<file path="config.mk">
export PLATFORM = sky130hd
export DESIGN_NAME = serial_mac_pe_flat
export DESIGN_NICKNAME = d
export VERILOG_FILES = /design/src/rtl/serial_mac_pe_if.sv /design/src/rtl/serial_mac_pe.sv /design/src/flat_wrapper.sv
export SDC_FILE = /design/constraint.sdc
export NUM_CORES = 1
export LEC_CHECK = 0
export BUFFER_PORTS_ARGS = -buffer_cell sky130_fd_sc_hd__buf_2
export CAP_MARGIN = 30
export CORE_ASPECT_RATIO = 0.9
export CORE_UTILIZATION = 58
export CTS_CLUSTER_DIAMETER = 120
export CTS_CLUSTER_SIZE = 10
export DETAILED_ROUTE_END_ITERATION = 6
export GPL_ROUTABILITY_DRIVEN = 0
export GPL_TIMING_DRIVEN = 0
export PLACE_DENSITY = 0.79
export SETUP_SLACK_MARGIN = 0.4
export SLEW_MARGIN = 40
export SYNTH_ARGS = -nofsm -noshare
export SYNTH_HDL_FRONTEND = slang
export SYNTH_SLANG_ARGS = --single-unit
</file>
<file path="constraint.sdc">
create_clock -name clk -period 2.83 [get_ports clk]
set_clock_uncertainty 0.2 [all_clocks]
set_input_delay 0.4245 -clock clk [delete_from_list [all_inputs] [get_ports clk]]
set_output_delay 0.4245 -clock clk [all_outputs]
set_load 0.01 [all_outputs]
</file>
<file path="src/rtl/serial_mac_pe_if.sv">
`default_nettype none
// ============================================================================
//  Module   : serial_mac_pe_if
//  Purpose  : Beat stream and result bundle for the serial MAC processing
//             element. The line-buffer side drives beats through the master
//             modport. The PE consumes them through the slave modport.
//  Revision : 1.0  initial release
// ============================================================================
interface serial_mac_pe_if #(
    parameter int DATA_W = 16,
    parameter int ACC_W  = 32
);
    logic [DATA_W-1:0] neuron;
    logic [DATA_W-1:0] weight;
    logic [1:0]        ctl;
    logic              vld_i;
    logic [ACC_W-1:0]  result;
    logic              vld_o;
    logic              busy;
    logic              err;

    modport master (
        output neuron, weight, ctl, vld_i,
        input  result, vld_o, busy, err
    );

    modport slave (
        input  neuron, weight, ctl, vld_i,
        output result, vld_o, busy, err
    );
endinterface
`default_nettype wire

</file>
<file path="src/rtl/serial_mac_pe.sv">
`default_nettype none
// ============================================================================
//  Module   : serial_mac_pe
//  Purpose  : Serial multiply-accumulate PE. Each valid beat supplies one
//             signed neuron/weight pair. The PE returns one dot-product per
//             frame, where ctl[0] marks the first beat and ctl[1] the last.
//             The datapath has two stages (multiply, then accumulate), plus a
//             frame FSM that flags protocol errors.
//  Options  : SERIAL_MAC_PE_SAT_EN - saturating accumulate. A frame that
//             saturates raises err together with its vld_o.
//  Revision : 1.0  initial release
// ============================================================================
module serial_mac_pe #(
    parameter int DATA_W = 16,
    parameter int ACC_W  = 32
) (
    input  wire logic        clk,
    input  wire logic        rst_n,
    serial_mac_pe_if.slave   bus
);
    localparam int PROD_W = 2 * DATA_W;

    typedef enum logic [0:0] {
        ST_IDLE  = 1'b0,
        ST_ACCUM = 1'b1
    } state_t;

    state_t                    state_q, state_d;
    logic                      busy_q, busy_d;
    logic                      err_q, err_d;
    logic                      s1_vld_q, s1_vld_d;
    logic                      s1_first_q, s1_first_d;
    logic                      s1_last_q, s1_last_d;
    logic signed [PROD_W-1:0]  prod_q, prod_d;
    logic signed [ACC_W-1:0]   acc_q, acc_d;
    logic        [ACC_W-1:0]   result_q, result_d;
    logic                      vld_o_q, vld_o_d;

    logic                      w_proto_err;
    logic signed [PROD_W-1:0]  w_neuron_ext;
    logic signed [PROD_W-1:0]  w_weight_ext;
    logic signed [ACC_W-1:0]   w_prod_ext;
    logic signed [ACC_W-1:0]   w_add;
    logic signed [ACC_W-1:0]   w_acc_next;
    logic                      w_sat_err;

`ifdef SERIAL_MAC_PE_SAT_EN
    logic                      sat_q, sat_d;
    logic signed [ACC_W-1:0]   w_raw_sum;
    logic                      w_ovf_pos;
    logic                      w_ovf_neg;
`endif

    // Operands are widened to the full product width, so the multiply cannot truncate.
    assign w_neuron_ext = PROD_W'($signed(bus.neuron));
    assign w_weight_ext = PROD_W'($signed(bus.weight));
    assign w_prod_ext   = ACC_W'(prod_q);

    // Frame FSM and stage-1 capture. An orphan beat (not first, while IDLE) is dropped.
    always_comb begin
        state_d     = state_q;
        busy_d      = busy_q;
        w_proto_err = 1'b0;
        s1_vld_d    = 1'b0;
        s1_first_d  = s1_first_q;
        s1_last_d   = s1_last_q;
        prod_d      = prod_q;
        if (bus.vld_i) begin
            if ((state_q == ST_IDLE) && !bus.ctl[0]) begin
                w_proto_err = 1'b1;
            end else begin
                // A first beat inside an open frame abandons that frame and restarts.
                w_proto_err = (state_q == ST_ACCUM) && bus.ctl[0];
                state_d     = bus.ctl[1] ? ST_IDLE : ST_ACCUM;
                busy_d      = !bus.ctl[1];
                s1_vld_d    = 1'b1;
                s1_first_d  = bus.ctl[0];
                s1_last_d   = bus.ctl[1];
                prod_d      = w_neuron_ext * w_weight_ext;
            end
        end
    end

`ifdef SERIAL_MAC_PE_SAT_EN
    // Clamp to the signed range when both addends share a sign that the sum lost.
    always_comb begin
        w_raw_sum = acc_q + w_prod_ext;
        w_ovf_pos = !acc_q[ACC_W-1] && !w_prod_ext[ACC_W-1] &&  w_raw_sum[ACC_W-1];
        w_ovf_neg =  acc_q[ACC_W-1] &&  w_prod_ext[ACC_W-1] && !w_raw_sum[ACC_W-1];
        if (w_ovf_pos) begin
            w_add = {1'b0, {(ACC_W-1){1'b1}}};
        end else if (w_ovf_neg) begin
            w_add = {1'b1, {(ACC_W-1){1'b0}}};
        end else begin
            w_add = w_raw_sum;
        end
    end
`else
    assign w_add = acc_q + w_prod_ext;
`endif

    // Stage 2: a first beat loads the accumulator and later beats add to it; the last beat publishes the result.
    always_comb begin
        acc_d      = acc_q;
        result_d   = result_q;
        vld_o_d    = 1'b0;
        w_sat_err  = 1'b0;
        w_acc_next = s1_first_q ? w_prod_ext : w_add;
`ifdef SERIAL_MAC_PE_SAT_EN
        sat_d      = sat_q;
`endif
        if (s1_vld_q) begin
            acc_d = w_acc_next;
`ifdef SERIAL_MAC_PE_SAT_EN
            sat_d = s1_first_q ? 1'b0 : (sat_q || w_ovf_pos || w_ovf_neg);
            w_sat_err = s1_last_q && sat_d;
`endif
            if (s1_last_q) begin
                result_d = w_acc_next;
                vld_o_d  = 1'b1;
            end
        end
        err_d = w_proto_err || w_sat_err;
    end

    // All state registers. Reset discards any partially accumulated frame.
    always_ff @(posedge clk or negedge rst_n) begin
        if (!rst_n) begin
            state_q    <= ST_IDLE;
            busy_q     <= 1'b0;
            err_q      <= 1'b0;
            s1_vld_q   <= 1'b0;
            s1_first_q <= 1'b0;
            s1_last_q  <= 1'b0;
            prod_q     <= '0;
            acc_q      <= '0;
            result_q   <= '0;
            vld_o_q    <= 1'b0;
`ifdef SERIAL_MAC_PE_SAT_EN
            sat_q      <= 1'b0;
`endif
        end else begin
            state_q    <= state_d;
            busy_q     <= busy_d;
            err_q      <= err_d;
            s1_vld_q   <= s1_vld_d;
            s1_first_q <= s1_first_d;
            s1_last_q  <= s1_last_d;
            prod_q     <= prod_d;
            acc_q      <= acc_d;
            result_q   <= result_d;
            vld_o_q    <= vld_o_d;
`ifdef SERIAL_MAC_PE_SAT_EN
            sat_q      <= sat_d;
`endif
        end
    end

    assign bus.result = result_q;
    assign bus.vld_o  = vld_o_q;
    assign bus.busy   = busy_q;
    assign bus.err    = err_q;
endmodule
`default_nettype wire
</file>
<file path="src/flat_wrapper.sv">
// flat-port wrapper written by rule: the top's interface ports become plain ports
module serial_mac_pe_flat 
#(
    parameter int DATA_W = 16,
    parameter int ACC_W  = 32
)
  (clk, rst_n, bus_neuron, bus_weight, bus_ctl, bus_vld_i, bus_result, bus_vld_o, bus_busy, bus_err);
  serial_mac_pe_if #(.DATA_W(DATA_W), .ACC_W(ACC_W)) bus_i ();
  input  wire logic clk;
  input  wire logic rst_n;
  input wire logic [$bits(bus_i.neuron)-1:0] bus_neuron;
  input wire logic [$bits(bus_i.weight)-1:0] bus_weight;
  input wire logic [$bits(bus_i.ctl)-1:0] bus_ctl;
  input wire logic [$bits(bus_i.vld_i)-1:0] bus_vld_i;
  output wire logic [$bits(bus_i.result)-1:0] bus_result;
  output wire logic [$bits(bus_i.vld_o)-1:0] bus_vld_o;
  output wire logic [$bits(bus_i.busy)-1:0] bus_busy;
  output wire logic [$bits(bus_i.err)-1:0] bus_err;
  assign bus_i.neuron = bus_neuron;
  assign bus_i.weight = bus_weight;
  assign bus_i.ctl = bus_ctl;
  assign bus_i.vld_i = bus_vld_i;
  assign bus_result = bus_i.result;
  assign bus_vld_o = bus_i.vld_o;
  assign bus_busy = bus_i.busy;
  assign bus_err = bus_i.err;
  serial_mac_pe #(.DATA_W(DATA_W), .ACC_W(ACC_W)) u_core (.clk(clk), .rst_n(rst_n), .bus(bus_i));
endmodule
</file>
# Word-level counts from Yosys, hierarchy flattened
# Cells that the tools add are included.
word_totals:
  regBits: 103
  in_bits: 37
  out_inout_bits: 35
  word_cells: 28
op_classes:
  n_addsub: 1
  mul: 1
  mux: 8
  n_bitwise: 2
  n_reduce_logical: 6
op_table:
  columns: ["cell", "count"]
  rows:
  - ["$add 32x32->32", 1]
  - ["$mul 16x16->32", 1]
  - ["$mux 32", 1]
  - ["$mux 1", 7]
  - ["$reduce_and 2->1", 2]
  - ["$logic_and 1x1->1", 2]
  - ["$logic_not 1->1", 2]
  - ["$not 1->1", 2]

# Logic depth before layout (Yosys ltp)
# Gate-level depths: netlist of the first run.
depth:
  word_depth: 4
  depth_mapped: 25
  ltp_nobuf: 24

# Worst setup path before layout of the first run
# No wires, ideal clock.
synth_timing:
  kind: "in2reg"
  start: "in bus_neuron[11]"
  end: "reg u_core.prod_q[29]"
  setup_time_ns: 0.069
  t_arrival_ns: 5.866
  required_time_ns: 2.561
  path_slack_ns: -3.305
  cell_stages: 20
  n_path_buf: 1
  path_cell_list: "clkbuf_1 nand2_1 fa_1 fa_1 fa_1 inv_1 fa_1 fa_1 inv_1 fa_1 inv_1 ha_1 a21o_1 a21o_1 a221oi_1 o31ai_2 a21oi_2 o21ai_0 or4_1 nand3_1"
synth_between:
  elab_chain_cells: 1
synth_lines:
  columns: ["item", "line_no", "source"]
  rows:
  - ["start: declaration", "flat_wrapper.sv:11", "input wire logic [$bits(bus_i.neuron)-1:0] bus_neuron;"]
  - ["$mul 16x16->32", "serial_mac_pe.sv:79", "prod_d = w_neuron_ext * w_weight_ext;"]
  - ["end signal: assignment", "serial_mac_pe.sv:149", "prod_q <= prod_d;"]
  - ["end: declaration", "serial_mac_pe.sv:34", "logic signed [PROD_W-1:0] prod_q, prod_d;"]
# No other way between the ends.
# A chain may end at the register's enable or synchronous reset.

# Worst setup path in the final report of the first run
layout_timing:
  start: "in bus_weight[9]"
  end: "reg u_core.prod_q[30]"
layout_between:
  elab_chain_cells: 1
layout_lines:
  columns: ["item", "line_no", "source"]
  rows:
  - ["start: declaration", "flat_wrapper.sv:12", "input wire logic [$bits(bus_i.weight)-1:0] bus_weight;"]
  - ["$mul 16x16->32", "serial_mac_pe.sv:79", null]
# No other way between the ends.

==> metrics.csv, run 1 <==
stage,metric,value,unit
setup_path,crit_fanout,7,
routing,routed_wl,48.5,mm
place,numPortBuffers,71,
synth,synth_seq_cells,102,
synth,synth_xor_area_share,2.86,%
grt,grt_pass1_wl,71.5,mm
clock_tree,root_buffer,clkbuf_16,
sta,period_needed,5910,ps
sta,worst_pin_slew,884,ps
routing,avgViaCountPerCell,5.92,
synth,synth_top_area_share,33.8,%
synth,yosysWarnings,0,
sta,fmax,0.169,GHz
layout,final_cell_mix,"inv_1, fa_1, nand2_1",
routing,drc,0,
synth,synth.distinct_cells,64,
run_status,failed_checks,setup timing,
place,placed_cell_area,17100,um^2
layout,n_antenna_cell,0,
layout,seq_area,2560,um^2
routing,avgRoutedWirePerCell,20.9,um
routing,initialDrtViolationCount,1559,
synth,synthesis.area,15600,um^2
clock_tree,htree_levels,3,
die,die_y,158,um
sta,fin_crit_sh,209,%
routing,firstDrtPassIters,6,
synth,muxShareOfSynthArea,0.987,%
sta,finalSetupViolations,65,
synth,syn_area_per_cell,8.92,um^2
sta,hold_violations,0,
layout,final_common_cell,inv_1,
grt,grt_pass1_vias,13820,
sta,layout_setup_ws,-3080,ps
die,io_pins,72,
synth,ys.flop_type,dfrtp_1,
routing,vias,13688,
die,die_w,175,um
setup_path,rrSetupSlack,-340,ps
setup_path,critPathArrivalTime,6000,ps
synth,seq_area_frac_synth,16.4,%
layout,stdcell_area,20100,um^2
synth,synthAdderAreaFrac,42.9,%
flow_run,maxCapViolations,0,
sta,slew_viol_final,0,
die,fp-row-count,56,
clock_tree,clkTransAtPathRegs,70,ps
layout,multi_input_area,13000,um^2
synth,syn-num-nets,2162,
synth,synth_top_area_cell,fa_1,
run_status,status,"finished, violations left",
layout,area_delta_synth_final,28.8,%
die,core-area,26200,um^2
grt,grt_antenna_before_repair,0,
hold_path,hp-class,input pin to flop,
synth,synth-simple-area-share,16.7,%
layout,fillCellCount,1586,
synth,synth_top_family_by_area,adder cells,
synth,postSynthCellCount,1748,
setup_path,endpoint_kind,flop,
setup_path,crit_type,input pin to flop,
setup_path,cp-start-kind,input pin,
synth,synth_compound_area_share,10.6,%
routing,ant_nets,0,
die,dieArea,27500,um^2
grt,grt_use_total,33.4,%
clock_tree,clock_latency,360,ps
layout,nets,2374,
synth,synth_edf_count,0,
synth,synthArstFlopShare,100,%
clock_tree,clockBufferDepth,2,
setup_path,critPathRequiredTime,2920,ps
layout,layout-drive-gt1-share,25.5,%
clock_tree,clock-sinks,102,
die,initial_core_util,59.5,%
clock_tree,cts_buffers,9,
synth,yosys-top-cells-area,"fa_1, dfrtp_1, ha_1, inv_1, nand2_1",
grt,gr-total-overflow,0,
place,dp_hpwl,32.6,mm
sta,rsz0062_at_grt,yes,
sta,slew_headroom,41.1,%
grt,grt_max_degree,69,
clock_tree,cts_tree,done,
[worst max-delay path, cell delays in order]
cell,delay (ps)
clkbuf_4,210
buf_8,140
nand2_1,70
fa_1,500
inv_1,70
fa_1,510
fa_1,550
fa_1,520
fa_1,570
inv_2,50
fa_1,540
inv_2,50
ha_4,270
and3_4,180
and4b_1,180
a211o_1,160
nand4_1,180
a31oi_4,260
o31ai_4,80
or4_1,400
nand3_1,80
[sequential cells by signal (all words and copies together) (netlist names)]
| register | flops |
|---|---|
| u_core.s1_last_q | 1 |
| u_core.s1_first_q | 1 |
| u_core.prod_q | 32 |
| u_core.acc_q | 32 |
| u_core.bus.vld_o | 1 |
| u_core.bus.result | 32 |
| u_core.bus.busy | 1 |
| u_core.s1_vld_q | 1 |
| u_core.bus.err | 1 |
[cell type report]
type / count / area share, %
Inverter: 331 / 6.19
Multi-Input combinational cell: 1248 / 64.7
Sequential cell: 102 / 12.7
Clock buffer: 11 / 1.21
Clock inverter: 5 / 0.405
Buffer: 67 / 3.49
Tap cell: 348 / 2.17
Timing Repair Buffer: 201 / 9.14
[through the flow]
| stage | hold WS [ps] | utilization, % | instances | setup TNS (ps) | setup WS, ps |
|---|---|---|---|---|---|
| floorplan | -71.1 | - | 1748 | -62160 | -2990 |
| global placement | 258 | 65.1 | 2167 | -79080 | -3680 |
| detailed placement | 106 | 65.2 | 2168 | -82010 | -3770 |
| CTS | 57.6 | 72.4 | 2261 | -65800 | -3030 |
| global route | 78.0 | 76.7 | 2313 | -77140 | -3290 |
| finish | 56.4 | 76.7 | 2313 | -70210 | -3080 |
[per-layer routing]
layer	wire, um	part of all wire, %	global-route usage, %
met1	18300	38	43.6
met2	22500	47	55.6
met3	4820	10	5.10
met4	2760	5.7	14.7
met5	0	0	0
[repair_timing]
item                                    4_1_cts  5_1_grt
endpoints found under the setup margin       73       89
gates resized for setup                     225      198
cloned                                        4        3
setup buffers                                72       49
hold buffers                                  1        0
pin swaps                                   100       98
hold endpoints to repair                     34        0
[cells by family after synthesis]
family                   count (synthesis)
adder cells (fa/ha/maj)                377
XOR/XNOR                                51
buffers and inverters                  398
multiplexers                            15
AND/OR/NAND/NOR                        539
AO/OA/AOI/OAI                          266
flip-flops                             102
[Yosys cell counts, types with 7 or more instances]
cell type and count:
inv_1 330, fa_1 263, nand2_1 225, and2_1 126, ha_1 114, dfrtp_1 102
o21ai_0 84, a21oi_1 74, nor2_1 71, clkbuf_1 62, xnor2_1 34, nand3_1 32
a21o_1 19, o21a_1 18, xor2_1 17, nand2b_1 15, a31oi_1 13, nor2b_1 13
nor3_1 13, mux2i_1 12, a211oi_1 11, and3_1 11, nand4_1 11, o211ai_1 7
[worst paths after layout]
kind | from | end | cells past startpoint
max in group asynchronous | rst_n | u_core.prod_q[28]$_DFFE_PN0P_ | 3
worst max-delay path | bus_weight[9] | u_core.prod_q[30]$_DFFE_PN0P_ | 21
worst max register to register | u_core.acc_q[0]$_DFFE_PN0P_ | u_core.acc_q[30]$_DFFE_PN0P_ | 12
worst min-delay path | bus_ctl[1] | u_core.bus.busy$_DFFE_PN0P_ | 2
min in group asynchronous | rst_n | u_core.bus.result[9]$_DFFE_PN0P_ | 2
worst min register to register | u_core.bus.result[0]$_DFFE_PN0P_ | u_core.bus.result[0]$_DFFE_PN0P_ | 2
Power of run 1 is left out: the tool's default activity adds up to more than one toggle a clock period on the data nets, which glitch-free logic cannot reach.
==> run 2: changes to the inputs <==
==> constraint.sdc (replaced) <==
create_clock -name clk -period 2.83 [get_ports clk]
set_clock_uncertainty 0.2 [all_clocks]
set_input_delay 0.283 -clock clk [delete_from_list [all_inputs] [get_ports clk]]
set_output_delay 0.283 -clock clk [all_outputs]
set_load 0.01 [all_outputs]
==> run 2 against run 1 <==
Net effect:
- the flow still finishes with violations (setup timing)
- fmax is 2.6% higher
- global-route usage shrank 0.12 points
- via count grew 1.1%
- sequential cell count unchanged
- die area did not move
- clock-buffer cell count did not move
- non-clock buffer count is 9 higher
- critical path depth did not move
- wire length up 1.4%
- worst setup slack better by 150 ps
- largest cell class unchanged
==> metrics.csv, run 2 (synthesis gave the netlist of run 1 again) <==
stage,metric,value,unit,change
run_status,status,"finished, violations left",,
run_status,failed_checks,setup timing,,
setup_path,critPathRequiredTime,2920,ps,about the same
clock_tree,clock_latency,360,ps,about the same
clock_tree,htree_levels,3,,unchanged
routing,avgRoutedWirePerCell,21.2,um,+1.0%
die,die_y,158,um,unchanged
sta,worst_pin_slew,862,ps,-22.0 ps
setup_path,max_stage_delay,570,ps,about the same
layout,layout-drive-gt1-share,25.8,%,+0.34 points
layout,stdcell_area,20200,um^2,+0.50%
clock_tree,clock-sinks,102,,unchanged
setup_path,reg2regPathDepth,11,,-1
clock_tree,cts_tree,done,,
setup_path,cp_top_family,adder cells,,
clock_tree,clkTransAtPathRegs,70,ps,about the same
routing,ant_nets,0,,unchanged
grt,grt_max_degree,69,,unchanged
setup_path,r2r-end,u_core.bus.result[27]$_DFFE_PN0P_,,
setup_path,rrSetupSlack,-380,ps,-40 ps
setup_path,critPathArrivalTime,5860,ps,-140 ps
hold_path,hold_depth,4,,+2
routing,initialDrtViolationCount,1502,,-3.7%
grt,gr-total-overflow,0,,unchanged
sta,period_needed,5760,ps,-151 ps
routing,avgViaCountPerCell,5.96,,+0.71%
grt,grt_antenna_before_repair,0,,unchanged
setup_path,crit_fanout,7,,unchanged
layout,final_common_cell,inv_1,,
grt,grt_use_total,33.3,%,-0.12 points
setup_path,crit_chain,clkbuf_4 > buf_8 > nand2_1 > fa_1 > inv_1 > fa_1 > fa_1 > fa_1 > fa_1 > inv_2 > fa_1 > inv_2 > ha_4 > and3_4 > and4b_1 > a211o_1 > nand4_1 > a31oi_4 > o31ai_4 > or4_1 > nand3_1,,
place,placed_cell_area,17100,um^2,unchanged
hold_path,hold_end,u_core.bus.err$_DFF_PN0_,,
die,dieArea,27500,um^2,unchanged
layout,multi_input_area,13000,um^2,+0.13%
clock_tree,cts_buffers,9,,unchanged
layout,fillCellCount,1571,,-0.95%
hold_path,hp-class,input pin to flop,,
die,die_w,175,um,unchanged
sta,layout_setup_ws,-2930,ps,+151 ps
hold_path,min_from,bus_ctl[0],,
sta,hold_violations,0,,unchanged
layout,area_delta_synth_final,29.5,%,
place,dp_hpwl,32.6,mm,unchanged
die,initial_core_util,59.5,%,unchanged
layout,n_antenna_cell,0,,unchanged
sta,fin_crit_sh,204,%,-5.4 points
sta,rsz0062_at_grt,yes,,
clock_tree,clockBufferDepth,2,,unchanged
setup_path,crit_type,input pin to flop,,
setup_path,r2r_start,u_core.prod_q[18]$_DFFE_PN0P_,,
place,numPortBuffers,71,,unchanged
grt,grt_pass1_wl,71.2,mm,-0.43%
routing,firstDrtPassIters,6,,unchanged
layout,nets,2383,,+0.38%
setup_path,cp-start-kind,input pin,,
setup_path,path_common_cell,fa_1,,
sta,slew_headroom,41.0,%,about the same
die,fp-row-count,56,,unchanged
sta,slew_viol_final,0,,unchanged
layout,final_cell_mix,"inv_1, fa_1, nand2_1",,
setup_path,endpoint_kind,flop,,
routing,routed_wl,49.1,mm,+1.4%
routing,drc,0,,unchanged
grt,grt_pass1_vias,13785,,-0.25%
place,place_inst,2168,,unchanged
layout,instances_no_fill,2322,,+0.39%
setup_path,slowest_stage,fa_1,,
die,io_pins,72,,unchanged
sta,finalSetupViolations,63,,-3.1%
flow_run,maxCapViolations,0,,unchanged
routing,vias,13839,,+1.1%
setup_path,cp.buffers_inverters,5,,unchanged
clock_tree,root_buffer,clkbuf_16,,
die,core-area,26200,um^2,unchanged
layout,seq_area,2560,um^2,unchanged
sta,fmax,0.174,GHz,+2.6%
-- run 2: changes by cell type in the layout (fill, tap and decap cells not counted), moves of 2 or more --
cell,previous run,this run
buf_6,49,51
a211oi_2,4,6
buf_4,86,90
dlygate4sd3_1,1,4
-- run 2: timing repair --
item / in CTS / in global routing
hold endpoints to repair: 106 / 0
endpoints found under the setup margin: 72 / 89
hold buffers: 4 / 0
resized for setup: 220 / 211
cloned: 4 / 3
pin swaps: 96 / 105
buffers inserted: 72 / 55
-- run 2: worst reg2reg max path, cell delays in order, from the launching register on --
cell and delay (ps):
dfrtp_1 470, ha_4 290, a21oi_1 260, nor2b_1 110, o21a_1 220, nor4_4 460, o211ai_4 190, buf_6 160
a211oi_2 190, xnor2_1 100, mux2i_2 300, o21ai_1 130
-- run 2: per-stage QoR --
stage	utilization, %	worst slack (ps)	hold WS [ps]	setup TNS [ps]
after floorplan	-	-2850	-213	-58340
after global placement	65.1	-3530	258	-75110
after detailed placement	65.2	-3630	-35.5	-78050
after CTS	72.5	-2890	80.8	-61980
after global routing	77.0	-3150	96.1	-75150
final	77.0	-2930	83.1	-68400
-- run 2: how the worst max path moves through the flow --
stage / cells past startpoint / start / to
final: 21 / bus_weight[9] / u_core.prod_q[30]$_DFFE_PN0P_
after global routing: 21 / bus_weight[7] / u_core.prod_q[30]$_DFFE_PN0P_
after detailed placement: 22 / bus_neuron[13] / u_core.prod_q[30]$_DFFE_PN0P_
after CTS: 22 / bus_weight[4] / u_core.prod_q[30]$_DFFE_PN0P_
after floorplan: 22 / bus_weight[4] / u_core.prod_q[30]$_DFFE_PN0P_
after global placement: 22 / bus_neuron[13] / u_core.prod_q[30]$_DFFE_PN0P_
-- run 2: layout make-up --
type	instances	area share [%]
Clock buffer	11	1.20
Sequential cell	102	12.7
Multi-Input combinational cell	1248	64.4
Timing Repair Buffer	210	9.51
Inverter	331	6.15
Clock inverter	5	0.403
Buffer	67	3.48
Tap cell	348	2.16
-- run 2: layer usage --
layer,global-route usage [%],vias up,wire [um]
met5,0,-,0
met4,13.5,0,3100
met3,5.70,310,5000
met2,55.5,978,22600
met1,43.4,6633,18400
li1,-,5918,-
Power of run 2 is left out for the same reason.
==> run 3: changes to the inputs <==
--- a/config.mk
+++ b/config.mk
@@ -9,12 +9,14 @@
 export CAP_MARGIN = 30
 export CORE_ASPECT_RATIO = 0.9
 export CORE_UTILIZATION = 58
+export CTS_BUF_LIST = sky130_fd_sc_hd__clkbuf_16
 export CTS_CLUSTER_DIAMETER = 120
 export CTS_CLUSTER_SIZE = 10
 export DETAILED_ROUTE_END_ITERATION = 6
 export GPL_ROUTABILITY_DRIVEN = 0
 export GPL_TIMING_DRIVEN = 0
 export PLACE_DENSITY = 0.79
+export RECOVER_POWER = 50
 export SETUP_SLACK_MARGIN = 0.4
 export SLEW_MARGIN = 40
 export SYNTH_ARGS = -nofsm -noshare
==> run 3 against run 2 <==
Net effect:
- critical path type unchanged
- first-iteration DRC count decreased by 2.7%
- utilization decreased by 1.3 points
- worst hold slack is essentially flat
- the run ends with capacitance limit, slew limit, setup timing left
- via count shrank 2.4%
==> metrics.csv, run 3 (synthesis gave the netlist of run 1 again) <==
stage,metric,value,unit,change
hold_path,hold_depth,4,,unchanged
grt,gr-total-overflow,0,,unchanged
clock_tree,cts_buffers,9,,unchanged
clock_tree,clkTransAtPathRegs,70,ps,about the same
die,io_pins,72,,unchanged
layout,n_antenna_cell,0,,unchanged
setup_path,cp-start-kind,input pin,,
setup_path,crit_type,input pin to flop,,
grt,grt_antenna_before_repair,0,,unchanged
layout,final_cell_mix,"inv_1, fa_1, nand2_1",,
grt,grt_use_total,33.2,%,-0.10 points
grt,grt_pass1_vias,13724,,-0.44%
grt,grt_pass1_wl,71.1,mm,-0.22%
clock_tree,clock-sinks,102,,unchanged
place,numPortBuffers,71,,unchanged
setup_path,reg2regPathDepth,12,,+1
layout,nets,2363,,-0.84%
setup_path,endpoint_kind,flop,,
routing,firstDrtPassIters,6,,unchanged
die,core-area,26200,um^2,unchanged
die,dieArea,27500,um^2,unchanged
run_status,failed_checks,"capacitance limit, slew limit, setup timing",,
run_status,status,"finished, violations left",,
setup_path,slowest_stage,fa_1,,
layout,fillCellCount,1658,,+5.5%
setup_path,cp.buffers_inverters,5,,unchanged
routing,avgViaCountPerCell,5.87,,-1.6%
setup_path,critPathRequiredTime,2920,ps,about the same
sta,layout_setup_ws,-2980,ps,-46.3 ps
clock_tree,htree_levels,3,,unchanged
routing,routed_wl,47.5,mm,-3.3%
setup_path,critPathArrivalTime,5900,ps,+40 ps
die,die_w,175,um,unchanged
sta,worst_pin_slew,1890,ps,+1020 ps
layout,layout-drive-gt1-share,24.5,%,-1.3 points
routing,vias,13504,,-2.4%
sta,finalSetupViolations,59,,-6.3%
sta,fmax,0.172,GHz,-0.80%
clock_tree,clockBufferDepth,2,,unchanged
setup_path,max_stage_delay,560,ps,about the same
routing,avgRoutedWirePerCell,20.6,um,-2.5%
die,initial_core_util,59.5,%,unchanged
hold_path,hp-class,input pin to flop,,
layout,stdcell_area,19900,um^2,-1.6%
grt,grt_max_degree,69,,unchanged
sta,slew_viol_final,35,,+35
setup_path,crit_cells,21,,unchanged
routing,ant_nets,0,,unchanged
routing,drc,0,,unchanged
die,fp-row-count,56,,unchanged
layout,final_common_cell,inv_1,,
setup_path,crit_chain,clkbuf_4 > clkbuf_8 > nand2_1 > fa_1 > inv_1 > fa_1 > fa_1 > fa_1 > fa_1 > inv_1 > fa_1 > inv_2 > ha_4 > and3_4 > and4b_1 > a211o_1 > nand4_1 > a31oi_4 > o31ai_4 > or4_1 > nand3_1,,
place,dp_hpwl,32.6,mm,unchanged
setup_path,crit_fanout,10,,+3
setup_path,cp_top_family,adder cells,,
layout,area_delta_synth_final,27.3,%,
setup_path,rrSetupSlack,-340,ps,+40 ps
place,placed_cell_area,17100,um^2,unchanged
sta,slew_headroom,-25.7,%,-67 points
sta,rsz0062_at_grt,yes,,
clock_tree,clock_latency,360,ps,about the same
sta,period_needed,5810,ps,+46.3 ps
sta,hold_violations,0,,unchanged
setup_path,path_common_cell,fa_1,,
clock_tree,cts_tree,done,,
clock_tree,root_buffer,clkbuf_16,,
sta,fin_crit_sh,205,%,+1.6 points
die,die_y,158,um,unchanged
routing,initialDrtViolationCount,1461,,-2.7%
flow_run,maxCapViolations,1,,+1
[run 3: cell count changes in the layout (fill, tap and decap cells not counted), sizes merged]
cell / delta
clkinv: +1
inv: +1
clkbuf: +1
buf: -23
[run 3: layout make-up]
type	count	area [um^2]	area share, %
multi-input combinational	1248	12900	65.1
timing repair buffer	190	1690	8.52
clock inverter	7	88.8	0.447
tap	348	435	2.19
clock buffer	9	225	1.13
sequential	102	2560	12.9
inverter	331	1240	6.26
buffer	67	688	3.47
[run 3: worst reg2reg max path: stages, from the launching register on]
cell      delay [ps]
dfrtp_1          390
ha_4             160
inv_2             40
fa_2             370
nor2b_4          180
o31ai_4           70
a311oi_2         370
or2_1            230
a221o_2          260
o21ai_4           70
o21a_1           220
or4b_1           470
nand3_1           80
[run 3: per-layer routing]
layer	vias to the layer above	track usage (%)	routed length, um	part of all wire [%]
met3	217	5.46	4070	8.6
met5	-	0	0	0
li1	5871	-	-	-
met4	0	12.0	2550	5.4
met2	821	55.8	22200	47
met1	6595	43.6	18700	39
[run 3: path summary, 6_finish.rpt]
path,start,endpoint
setup / recovery,bus_weight[9],u_core.prod_q[30]$_DFFE_PN0P_
hold / removal,bus_ctl[0],u_core.bus.err$_DFF_PN0_
max in group asynchronous,rst_n,u_core.prod_q[28]$_DFFE_PN0P_
hold reg to reg,u_core.bus.result[0]$_DFFE_PN0P_,u_core.bus.result[0]$_DFFE_PN0P_
setup reg to reg,u_core.acc_q[0]$_DFFE_PN0P_,u_core.acc_q[30]$_DFFE_PN0P_
min in group asynchronous,rst_n,u_core.bus.result[9]$_DFFE_PN0P_
[run 3: through the flow]
step           cells  utilization, %  hold WS, ps  worst slack (ps)  setup TNS (ps)
5_1_grt         2302            75.8         97.2             -3180          -77860
6_report        2302            75.8         83.6             -2980          -67580
3_5_place_dp    2168            65.2        -35.5             -3630          -78050
2_1_floorplan   1748               -         -213             -2850          -58340
3_3_place_gp    2167            65.1          258             -3530          -75110
4_1_cts         2263            72.5         83.6             -2890          -62030
[run 3: timing repair]
action	4_1_cts	5_1_grt
pin swaps	103	89
hold buffers	4	0
resized for setup	226	172
hold endpoints to repair	106	0
endpoints found under the setup margin	72	87
setup buffers	71	37
cloned	4	2
Power of run 3 is left out for the same reason.
